### src/rtl/rv_fetch_unit_pkg.sv
// Shared types for the instruction fetch stage: FSM states, the {ir,pc} entry
// carried through the output register and skid, and the canonical NOP.
package rv_fetch_unit_pkg;

    localparam logic [31:0] RV_NOP = 32'h0000_0013;

    typedef enum logic [1:0] {
        ST_RESET = 2'd0,
        ST_IDLE  = 2'd1,
        ST_BUSY  = 2'd2,
        ST_DRAIN = 2'd3
    } fetch_state_e;

    typedef struct packed {
        logic [31:0] ir;
        logic [31:0] pc;
    } fetch_entry_t;

    function automatic logic [31:0] word_align(input logic [31:0] addr);
        return {addr[31:2], 2'b00};
    endfunction

endpackage

### src/rtl/rv_fetch_skid.sv
// One-entry {ir,pc} holding buffer behind the fetch output register.
// Flush wins over push; a push in the same cycle as a pop replaces the entry.
module rv_fetch_skid
    import rv_fetch_unit_pkg::*;
(
    input  logic         clk_i,
    input  logic         rst_i,
    input  logic         flush_i,
    input  logic         push_i,
    input  logic         pop_i,
    input  fetch_entry_t push_data_i,
    output logic         full_o,
    output fetch_entry_t data_o
);

    logic         full_q, full_d;
    fetch_entry_t data_q, data_d;

    always_comb begin
        full_d = full_q;
        data_d = data_q;
        if (flush_i) begin
            full_d = 1'b0;
        end else if (push_i) begin
            full_d = 1'b1;
            data_d = push_data_i;
        end else if (pop_i) begin
            full_d = 1'b0;
        end
    end

    always_ff @(posedge clk_i) begin
        if (rst_i) begin
            full_q <= 1'b0;
            data_q <= '0;
        end else begin
            full_q <= full_d;
            data_q <= data_d;
        end
    end

    assign full_o = full_q;
    assign data_o = data_q;

endmodule

### src/rtl/rv_fetch_unit.sv
// Instruction fetch stage: owns the PC, keeps at most one memory read in flight,
// and hands {ir,pc} downstream through an output register backed by a skid entry.
module rv_fetch_unit
    import rv_fetch_unit_pkg::*;
#(
    parameter logic [31:0] RESET_VECTOR = 32'h0000_0000
) (
    input  logic         clk_i,
    input  logic         rst_i,
    output logic [31:0]  im_addr_o,
    output logic         im_rd_o,
    input  logic [31:0]  im_data_i,
    input  logic         im_valid_i,
    input  logic         x_bra_i,
    input  logic [31:0]  x_bra_target_i,
    input  logic         f_stall_i,
    output logic         f_valid_o,
    output logic [31:0]  f_ir_o,
    output logic [31:0]  f_pc_o,
    output fetch_state_e dbg_state_o
);

    fetch_state_e state_q, state_d;
    logic [31:0]  pc_q, pc_d;
    logic         f_valid_q, f_valid_d;
    logic [31:0]  f_ir_q, f_ir_d;
    logic [31:0]  f_pc_q, f_pc_d;

    logic         resp;
    logic         out_free;
    logic         issue;
    logic [31:0]  issue_addr;
    logic         skid_full, skid_push, skid_pop, skid_full_next;
    fetch_entry_t skid_data;
    fetch_entry_t resp_entry;

    // A response is live only for a request that was not squashed by a redirect.
    assign resp       = (state_q == ST_BUSY) && im_valid_i && !x_bra_i;
    assign out_free   = !f_valid_q || !f_stall_i;
    assign resp_entry = '{ir: im_data_i, pc: pc_q};

    always_comb begin
        f_valid_d = f_valid_q;
        f_ir_d    = f_ir_q;
        f_pc_d    = f_pc_q;
        skid_push = 1'b0;
        skid_pop  = 1'b0;
        if (x_bra_i) begin
            f_valid_d = 1'b0;
        end else if (out_free) begin
            if (skid_full) begin
                f_valid_d = 1'b1;
                f_ir_d    = skid_data.ir;
                f_pc_d    = skid_data.pc;
                skid_pop  = 1'b1;
                skid_push = resp;
            end else if (resp) begin
                f_valid_d = 1'b1;
                f_ir_d    = im_data_i;
                f_pc_d    = pc_q;
            end else begin
                f_valid_d = 1'b0;
            end
        end else begin
            skid_push = resp;
        end
        skid_full_next = skid_push || (skid_full && !skid_pop);
    end

    // pc_q always holds the address of the request in flight (or the next one to issue).
    always_comb begin
        state_d    = state_q;
        pc_d       = pc_q;
        issue      = 1'b0;
        issue_addr = pc_q;
        case (state_q)
            ST_RESET: begin
                if (x_bra_i) begin
                    state_d = ST_IDLE;
                end else begin
                    issue   = 1'b1;
                    state_d = ST_BUSY;
                end
            end
            ST_IDLE: begin
                if (!x_bra_i && !skid_full) begin
                    issue   = 1'b1;
                    state_d = ST_BUSY;
                end
            end
            ST_BUSY: begin
                if (x_bra_i) begin
                    state_d = im_valid_i ? ST_IDLE : ST_DRAIN;
                end else if (resp) begin
                    pc_d = pc_q + 32'd4;
                    if (!skid_full_next) begin
                        issue      = 1'b1;
                        issue_addr = pc_q + 32'd4;
                    end else begin
                        state_d = ST_IDLE;
                    end
                end
            end
            ST_DRAIN: begin
                if (im_valid_i) begin
                    state_d = ST_IDLE;
                end
            end
            default: state_d = ST_IDLE;
        endcase
        if (x_bra_i) begin
            pc_d = word_align(x_bra_target_i);
        end
    end

    always_ff @(posedge clk_i) begin
        if (rst_i) begin
            state_q   <= ST_RESET;
            pc_q      <= RESET_VECTOR;
            f_valid_q <= 1'b0;
            f_ir_q    <= RV_NOP;
            f_pc_q    <= RESET_VECTOR;
        end else begin
            state_q   <= state_d;
            pc_q      <= pc_d;
            f_valid_q <= f_valid_d;
            f_ir_q    <= f_ir_d;
            f_pc_q    <= f_pc_d;
        end
    end

    rv_fetch_skid u_skid (
        .clk_i       (clk_i),
        .rst_i       (rst_i),
        .flush_i     (x_bra_i),
        .push_i      (skid_push),
        .pop_i       (skid_pop),
        .push_data_i (resp_entry),
        .full_o      (skid_full),
        .data_o      (skid_data)
    );

    // The request strobe is combinational so a returning word can launch the next read
    // in the same cycle; it is held low while reset is asserted.
    assign im_rd_o     = issue && !rst_i;
    assign im_addr_o   = issue_addr;
    assign f_valid_o   = f_valid_q;
    assign f_ir_o      = f_ir_q;
    assign f_pc_o      = f_pc_q;
    assign dbg_state_o = state_q;

endmodule

### config.mk
export PLATFORM = sky130hd
export DESIGN_NAME = rv_fetch_unit
export DESIGN_NICKNAME = d
export VERILOG_FILES = /design/src/rtl/rv_fetch_unit_pkg.sv /design/src/rtl/rv_fetch_skid.sv /design/src/rtl/rv_fetch_unit.sv
export SDC_FILE = /design/constraint.sdc
export NUM_CORES = 1
export LEC_CHECK = 0
export ABC_AREA = 1
export CORE_UTILIZATION = 35
export CTS_CLUSTER_DIAMETER = 40
export DETAILED_ROUTE_END_ITERATION = 12
export GPL_ROUTABILITY_DRIVEN = 0
export PLACE_DENSITY = 0.63
export SYNTH_ARGS = -nofsm -noshare
export SYNTH_HDL_FRONTEND = slang
export SYNTH_SLANG_ARGS = --single-unit
export TNS_END_PERCENT = 5
### constraint.sdc
create_clock -name clk_i -period 2.59 [get_ports clk_i]
set_input_delay 0.3885 -clock clk_i [delete_from_list [all_inputs] [get_ports clk_i]]
set_output_delay 0.3885 -clock clk_i [all_outputs]
set_load 0.05 [all_outputs]
==> flow_summary.toml, run 1 <==
[timing]
setup_viol = 0
slew-limit-headroom_pct = 37.7
rsz0062_at_grt = "true"
whs_ns = 0.470
finalCritPeriodShare_pct = 99.1
maxSlewViolCount = 0
fin_skew_ns = 0.0106
worstMarginPinSlew_ns = 0.932
max_freq_ghz = 0.390
timing.final.hold_violations = 0
fin_crit_ns = 2.57

[synth]
synthesis.area_um2 = 7410
ys_seq_area_share_pct = 42.7
ys_warn_count = 0
synth_enable_flop_cells = 0
synth.area.top_cells = "dfxtp_1, nand2_1, o21ai_0"
yosysTopAreaCell = "dfxtp_1"
synth_top_cell_area_share_pct = 42.7
synth_flop_cell = "dfxtp_1"
syn_inst = 1072
ys_seq_elements = 158
ys_types = 36
async_reset_ff_share_pct = 0
avgSynthCellArea_um2 = 6.91

[drt]
drt-initial-drc-count = 478
viasPerCell = 5.03
drt_wl_total_mm = 22.5
remaining_drc_errors = 0
wl_per_cell_um = 14.9
vias = 7568
final_antenna_net_count = 0
drt-pass1-iter-count = 5

[place]
dp_hpwl_mm = 14.9
placed_area_um2 = 9530
port_buffers = 162

[worst_setup_path]
worstSetupPathType = "reg2out"
rr_worst_depth = 8
critPathLaunchType = "flip-flop"
worstPathArrival_ns = 2.18
critPathCaptureType = "output pin"
crit_fanout = 3
worstPathRequired_ns = 2.20

[floorplanning]
initial_core_util_pct = 36.2
ios = 169
die_w_um = 148
dieArea_um2 = 21800
die_h_um = 148
core_um2 = 20500
num_rows = 52

[outcome]
status = "finished, final reports clean"

[power_and_ir_drop]
powerDensity_nw_per_um2 = 608
peakVddDrop_mv = 0.446
leakagePower_nw = 3.95

[global_route]
grt_max_degree = 62
antenna_found_initial = 0
overflow = 0
first_global_vias = 7152
grt_pass1_wl_mm = 36.7
grt_usage_pct = 21.2

[clock_tree]
cts_max_level = 4
cts_tree = "yes"
cts_sinks = 158
clk_path_buf_depth = 2
cts_root_buffer = "clkbuf_16"
clk_pin_slew_ns = 0.07
cts_made_buffers = 17
holdBufCountCts = 0
clock_latency_ns = 0.43

[finish]
fillers = 1998
area_growth_pct = 39.7
nNetsFinal = 1291
final_util_pct = 50.5
drive_gt1_share_pct = 13.4
stdcell_area_um2 = 10400
multi_input_area_um2 = 3710
regArea_um2 = 3180

[flow_run]
maxCapViolations = 0

[min_path]
hp-class = "reg2reg"
hold_depth = 2
==> stage by stage <==
step | cells | setup TNS (ns) | power, mW | setup WS, ns
final | 1505 | 0 | 6.30 | 0.0229
after global routing | 1504 | -0.498 | 6.54 | -0.153
after CTS | 1502 | -0.000844 | 6.33 | -0.000844
after detailed placement | 1466 | 0 | 3.65 | 0.0413
after global placement | 1466 | 0 | 3.65 | 0.0299
after floorplan | 1075 | -2.25 | 3.21 | -0.259
==> sequential cells by signal (all words and copies together) (netlist names) <==
name	cells
dbg_state_o	2
f_ir_o	32
f_pc_o	30
f_valid_o	1
pc_q	30
u_skid.data_o	62
u_skid.full_o	1
==> logic make-up (layout without fill, tap and decap cells) <==
group / after synthesis / count (layout) / synth area share (%)
simple gates: 449 / 449 / 24.4
compound gates: 302 / 302 / 22.0
flops: 158 / 158 / 42.7
buf+inv: 146 / 305 / 8.93
xor+xnor: 15 / 15 / 1.77
fa+ha+maj: 1 / 1 / 0.169
other cells: 1 / 5 / 0.0506
==> report_power, final <==
part           total, mW  switching, mW  leakage (nW)  internal (mW)
logic               1.04          0.629          2.36          0.412
clock network       2.68           1.12         0.310           1.56
registers           2.58         0.0686          1.29           2.51
==> cell usage after synthesis (6+ instances only) <==
| library cell | count |
|---|---|
| nand3_1 | 24 |
| a31oi_1 | 68 |
| a21oi_1 | 54 |
| buf_4 | 10 |
| o21ai_0 | 144 |
| clkbuf_1 | 34 |
| buf_2 | 25 |
| inv_1 | 62 |
| dfxtp_1 | 158 |
| o21ai_1 | 23 |
| nand2_1 | 294 |
| xor2_1 | 15 |
| nor2_1 | 108 |
| buf_6 | 6 |
==> what timing repair did <==
item                       CTS  global route
setup endpoints to repair   24            29
buffers inserted             4             2
gates resized for setup     21            35
pin swaps                    5             8
==> final timing paths <==
path                            startpoint                endpoint  slack [ns]
min          u_skid.data_o[9]$_SDFFE_PP0P_  f_pc_o[9]$_SDFFE_PP0P_        0.47
min reg2reg  u_skid.data_o[9]$_SDFFE_PP0P_  f_pc_o[9]$_SDFFE_PP0P_        0.47
max                   pc_q[2]$_SDFFE_PP0P_           im_addr_o[26]        0.02
max reg2reg    dbg_state_o[1]$_SDFFE_PP0P_  f_ir_o[1]$_SDFFE_PP1P_        0.44
==> layout make-up <==
type / instances / share of cell area (%)
timing repair buffer: 205 / 21.6
inverter: 68 / 2.47
clock inverter: 15 / 1.93
clock buffer: 17 / 4.11
tap: 270 / 3.26
antenna: 1 / 0.0242
sequential: 158 / 30.7
multi-input combinational: 771 / 35.9
==> critical path, cell delays in order, from the launching register on <==
cell and delay [ns]:
dfxtp_2 0.36, ha_4 0.16, nand3_4 0.09, nor2_4 0.16
buf_6 0.13, nand4_1 0.18, o21ai_1 0.22, nand3_2 0.11
o21ai_2 0.17, buf_6 0.18
==> placed cells by master (no fill, tap or decap), drive strengths merged, types with 4 or more instances in the layout <==
master,count
clkdlybuf4s50,131
a21oi,55
o21ai,167
o22ai,4
nand2,299
dfxtp,158
clkinv,4
conb,4
nor2,115
inv,76
a31oi,68
buf,74
clkbuf,17
xor2,15
nor3,4
nand3,25
==> metal layers <==
layer	GRT usage (%)	wire [µm]	vias up
met1	28.1	10300	3463
li1	-	-	3834
met3	4.10	1300	36
met2	34.2	10400	235
met5	0	0	-
met4	7.32	473	0
No activity file was read; power rests on OpenSTA's default activity.
==> run 2, diff against run 1 <==
--- a/config.mk
+++ b/config.mk
@@ -8,6 +8,7 @@
 export ABC_AREA = 1
 export CORE_UTILIZATION = 35
 export CTS_CLUSTER_DIAMETER = 40
+export CTS_CLUSTER_SIZE = 12
 export DETAILED_ROUTE_END_ITERATION = 12
 export GPL_ROUTABILITY_DRIVEN = 0
 export PLACE_DENSITY = 0.63
==> results of run 2 <==
Final layout, timing and power as in run 1 (identical DEF).
